File: config.mk
export PLATFORM = sky130hd
export DESIGN_NAME = register_file_32x32
export DESIGN_NICKNAME = d
export VERILOG_FILES = /design/src/rtl/register_file_32x32.sv
export SDC_FILE = /design/constraint.sdc
export NUM_CORES = 2
export LEC_CHECK = 0
export CAP_MARGIN = 20
export CORE_MARGIN = 2
export CORE_UTILIZATION = 34
export CTS_BUF_LIST = sky130_fd_sc_hd__clkbuf_16
export CTS_CLUSTER_SIZE = 20
export DETAILED_ROUTE_END_ITERATION = 10
export DONT_BUFFER_PORTS = 1
export HOLD_SLACK_MARGIN = 0.08
export SYNTH_ARGS = -nofsm -noshare
export SYNTH_HDL_FRONTEND = slang
export SYNTH_SLANG_ARGS = --single-unit
File: constraint.sdc
create_clock -name Clk -period 10.62 [get_ports Clk]
set_input_delay 1.593 -clock Clk [delete_from_list [all_inputs] [get_ports Clk]]
set_output_delay 1.593 -clock Clk [all_outputs]
set_load 0.005 [all_outputs]
File: src/rtl/register_file_32x32.sv
`default_nettype none
// ============================================================================
// Module      : register_file_32x32
// Description : General-purpose datapath register file. It holds 2**ADDR_W
//               registers of DATA_W bits and has two combinational read
//               ports and one write port. Register 0 is hardwired to zero.
//               With BYPASS=1, a write in the current cycle is forwarded to
//               any read port that addresses the same register.
// Revision    : 1.0 - initial release
// ----------------------------------------------------------------------------
// Ports:
//   Clk    in   1       clock; all state updates on the rising edge
//   Rst_n  in   1       synchronous active-low reset; clears registers 1..N-1
//   Ard1   in   ADDR_W  read address, port 1
//   Ard2   in   ADDR_W  read address, port 2
//   Awr    in   ADDR_W  write address
//   Din    in   DATA_W  write data
//   WrEn   in   1       write enable, sampled at the rising Clk edge
//   Dout1  out  DATA_W  read data, port 1 (combinational)
//   Dout2  out  DATA_W  read data, port 2 (combinational)
// ============================================================================
module register_file_32x32 #(
  parameter int DATA_W = 32,
  parameter int ADDR_W = 5,
  parameter bit BYPASS = 1'b1
) (
  input  logic              Clk,
  input  logic              Rst_n,
  input  logic [ADDR_W-1:0] Ard1,
  input  logic [ADDR_W-1:0] Ard2,
  input  logic [ADDR_W-1:0] Awr,
  input  logic [DATA_W-1:0] Din,
  input  logic              WrEn,
  output logic [DATA_W-1:0] Dout1,
  output logic [DATA_W-1:0] Dout2
);

  localparam int C_NREGS = 2 ** ADDR_W;

  // Register 0 has no storage; the array starts at index 1.
  logic [DATA_W-1:0] regs_q [1:C_NREGS-1];

  // A write that will actually commit at the next edge.
  logic w_wr_act;
  logic w_fwd1;
  logic w_fwd2;

  assign w_wr_act = WrEn && Rst_n && (Awr != '0);

  always_ff @(posedge Clk) begin
    if (!Rst_n) begin
      for (int i = 1; i < C_NREGS; i++) begin
        regs_q[i] <= '0;
      end
    end else if (w_wr_act) begin
      regs_q[Awr] <= Din;
    end
  end

  generate
    if (BYPASS) begin : g_bypass
      assign w_fwd1 = w_wr_act && (Ard1 == Awr);
      assign w_fwd2 = w_wr_act && (Ard2 == Awr);
    end else begin : g_no_bypass
      assign w_fwd1 = 1'b0;
      assign w_fwd2 = 1'b0;
    end
  endgenerate

  // The zero-address check comes first so that port N reads 0 for address 0
  // whatever the write port is doing. It also keeps the array index in range.
  always_comb begin
    Dout1 = '0;
    if (Ard1 != '0) begin
      if (w_fwd1) begin
        Dout1 = Din;
      end else begin
        Dout1 = regs_q[Ard1];
      end
    end
  end

  always_comb begin
    Dout2 = '0;
    if (Ard2 != '0) begin
      if (w_fwd2) begin
        Dout2 = Din;
      end else begin
        Dout2 = regs_q[Ard2];
      end
    end
  end

endmodule
`default_nettype wire

* Yosys cells after proc, flatten, opt, wreduce, memory -nomap -nowiden
Memories as Yosys holds them, arrays and structs flattened. Index checks and enable logic that the tools add are counted.
Word-level totals: bits in registers 0, bits in writable memories 992, input bits 50, output and inout bits 64, logic and storage cells 22, memories kept 1
Memories:
- regs_q | depth 31, width 32, rd ports 2, clocked after Yosys merged registers in 0, write ports 31, RTL line 41 | logic [DATA_W-1:0] regs_q [1:C_NREGS-1];
Operators by class: equal/unequal tests 2, multiplexer cells 11, reductions and logical operators 8
Operators by type and width (number):
- $mux W32 | 5
- $reduce_or A32 Y1 | 1
- $reduce_bool A5 Y1 | 3
- $eq A5 B5 Y1 | 2
- $mux W1 | 5
- $mux W5 | 1
- $logic_and A1 B1 Y1 | 4

* Depth between registers and ports, before layout
depth in word-level cells 7, depth in mapped cells 9, mapped depth without buffers 5

* Worst setup path before layout
No wires, ideal clock.
path kind input to register, start point in Awr[3], end point mem regs_q[20][0], enable pin, setup time 0.466 ns, arrival time 4.712 ns, data required time 10.154 ns, slack 5.442 ns, stages on the path 6, path buffers 3, path through buf_2 -> or3_1 -> buf_2 -> nand3b_1 -> buf_2 -> o21ai_0
RTL lines:
- start, declared | RTL line 31 | input logic [ADDR_W-1:0] Awr,
- end, declared | RTL line 41

* Final worst setup path
start point in Ard1[2], end point out Dout1[5]
On the way: cells in the longest elaborated chain, start to end 4, elaborated cells between the ends (all ways) 6, classes of those cells eq/ne (1); mux (2); reduce/logical (2); memory (1)
RTL lines:
- start, declared | RTL line 29 | input logic [ADDR_W-1:0] Ard1,
- parallel branches: the longest is 3 deep, another holds $mem_v2 Z31 W32
- $mux W32 * | RTL line 74 | if (Ard1 != '0) begin
- end, declared | RTL line 34 | output logic [DATA_W-1:0] Dout1,
Mark *: on every way between the ends.

==> reports/results.ini <==
[global_routing]
grt_pass1_wl_um=293000
grt_use_met3_pct=5.87
grt_start_max_net_pins=384
top_usage_layer=met2
grt_util_met1_pct=31.2
antenna_found_initial=16
grtUsageTotal_pct=24.8
grt_overflow=0
met2_usage_pct=39.8
grt_pass1_vias=36600

[drt]
vias=37400
viasPerCell=6.14
drtAntennaViolNets=0
drc=0
drtPass1Iterations=6
drt_wl_total_um=213000
drt_iter0_markers=5390
wl_per_cell_um=34.9

[worst_setup_path]
cp_slowest_cell=or3b_4
cp_max_fo=134
endpoint=Dout1[5]
start_kind=primary input
worstPathRequired_ns=9.03
cp.depth=6
crit_family=compound AO/OA/AOI/OAI gates
critical_path_class=in2out
cp_num_buf_inv=1
startpoint=Ard1[2]
cp.arrival_ns=4.59
slowest_delay_ns=0.84
crit_chain=or3b_4 > buf_4 > o221ai_1 > a2111oi_0 > a21oi_1 > a32o_1
critical_path.endpoint_type=output pin

[sta]
setup_viol=0
maxSlewHeadroom_pct=-7.28
tightest_slew_ns=1.61
fin_crit_ns=6.19
clock.fmax_ghz=0.162
post-route-period-util_pct=58.3
slew_viol_final=51
rsz0062_at_grt=false
fin_ws_ns=4.43
hold_violations=0
finalSetupTns_ns=0

[floorplanning]
fp.dieH_um=409
dieArea_um2=168000
ioPinCount=114
core_um2=163000
rows=148
die_x_um=409
start_util_pct=34.3

[status]
failed_checks=max-slew violations
outcome=finished, violations left

[layout]
drive_above_1_share_pct=17.1
multi_input_area_um2=23900
layout_common_cells=1,024 x edfxtp_1, 994 x and2_1, 460 x mux2i_1
syn2layout_area_growth_pct=10.4
largest_reg_flops=1024
area.sequential_um2=30700
reg_top3=regs_q: 1024 flops
nets=3868
nFillCells=15100
top_register=regs_q
layout_commonest_cell=edfxtp_1

[cts]
cts_tree=yes
cts_max_level=3
cts.sinks=1024
post_cts_resized=0
cts_setup_buffers=0
clk_pin_slew_worst_paths_ns=0.07
cts_hold_buf=0
numCtsBuffers=108
root_buffer=clkbuf_16
clockBufferDepth=3

[synthesis]
synthArstFlopShare_pct=0
syn_area_um2=55900
synth.area.top_cells=edfxtp_1 55%, mux4_2 12%, and2_1 11%, mux2i_1 8.2%, clkbuf_1 1.9%
synth_top_area_share_pct=55.0
ys_seq_elements=1024
syn_avg_cell_area_um2=13.9
synth_seq_area_share_pct=55.0
synth_edf_count=1024
yosysTopAreaCell=edfxtp_1
ys.flop_type=edfxtp_1
syn_inst=4011
yosysWarnings=0
ys_types=64

[place]
dpl.hpwl_um=120000
port_buffers=0
dp_slack_ns=4.74
gp_congestion=0.862

[power]
pwr-share-seq_pct=49.0
p_sw_mw=2.39
p_per_area_nw_per_um2=158
ir_worst_vdd_mv=0.144
p_int_mw=7.37
leakagePower_nw=21.4
power.share.clock_pct=40.6
switching_share_pct=24.4
comb_power_share_pct=10.4

[min_path]
hp-class=in2reg

[job]
cap_violations=0

-- power by group through the flow --
stage          clock, mW  combinational [mW]  sequential (mW)
2_1_floorplan          0               0.763             4.83
3_3_place_gp           0               0.986             4.85
3_5_place_dp           0               0.986             4.86
4_1_cts             3.97               0.989             4.78
5_1_grt             4.11                1.04             4.80
6_report            3.96                1.02             4.78
-- worst min path at each step --
stage                                         end  startpoint  cells after the start
after global routing       regs_q[0][2]$_DFFE_PP_      Din[2]                      0
after global placement    regs_q[0][27]$_DFFE_PP_     Din[27]                      0
after floorplan            regs_q[0][0]$_DFFE_PP_      Din[0]                      0
final                      regs_q[0][2]$_DFFE_PP_      Din[2]                      0
after detailed placement  regs_q[0][27]$_DFFE_PP_     Din[27]                      0
after CTS                 regs_q[0][23]$_DFFE_PP_     Din[23]                      0
-- layer usage --
layer	wire (um)	part of all wire [%]	up-vias
met5	0	0	-
met4	11600	5.4	0
met3	22900	11	554
met2	99400	47	2470
met1	78900	37	19300
li1	-	-	15000
-- cells by family (layout without fill, tap and decap cells) --
kind of cell | Yosys count | count (layout) | share of synthesized area (%)
flops | 1024 | 1024 | 55.0
mux | 762 | 762 | 20.4
buf+inv | 431 | 299 | 3.63
other cells | 1 | 40 | 0.00671
xor+xnor | 10 | 10 | 0.157
simple gates | 1237 | 1237 | 13.3
compound gates | 546 | 546 | 7.43
-- cell type report --
| class | count | area share (%) |
|---|---|---|
| sequential | 1024 | 49.8 |
| multi-input combinational | 2587 | 38.7 |
| clock buffer | 112 | 4.54 |
| tap | 2175 | 4.41 |
| clock inverter | 90 | 1.33 |
| timing repair buffer | 93 | 1.13 |
| antenna | 8 | 0.0325 |
| inverter | 4 | 0.0243 |
-- Yosys cell counts (all sizes together) (3+ instances only) --
master   instances
a22oi           32
edfxtp        1024
a2111oi         32
and3             3
o22a             7
xnor2           10
o21ai           84
mux4           302
nor3b            3
o21bai          32
clkbuf         290
and3b            3
nand2           29
or3b             4
a22o            11
inv              4
a31oi            3
nor2            86
nor4             6
o211ai           3
or2              7
a211oi           9
a211o            5
nand3            6
a32o            32
a221oi          61
buf            137
o311a           12
a21oi           48
o221ai          31
mux2i          460
o22ai          119
and2           994
nand3b           6
nor2b           34
a221o           13
nor3            48
-- stage by stage --
stage | total power, mW | utilization [%] | hold WS, ns | instance area, um2 | instances
global route | 9.95 | 37.8 | 0.936 | 61700 | 6086
CTS | 9.74 | 37.8 | 0.914 | 61700 | 6085
finish | 9.76 | 37.9 | 0.951 | 61700 | 6093
global placement | 5.84 | 35.6 | 1.69 | 58000 | 5883
detailed placement | 5.85 | 35.6 | 1.69 | 58000 | 5883
floorplan | 5.60 | - | 1.69 | 56000 | 4042
No activity file was read; power rests on OpenSTA's default activity.
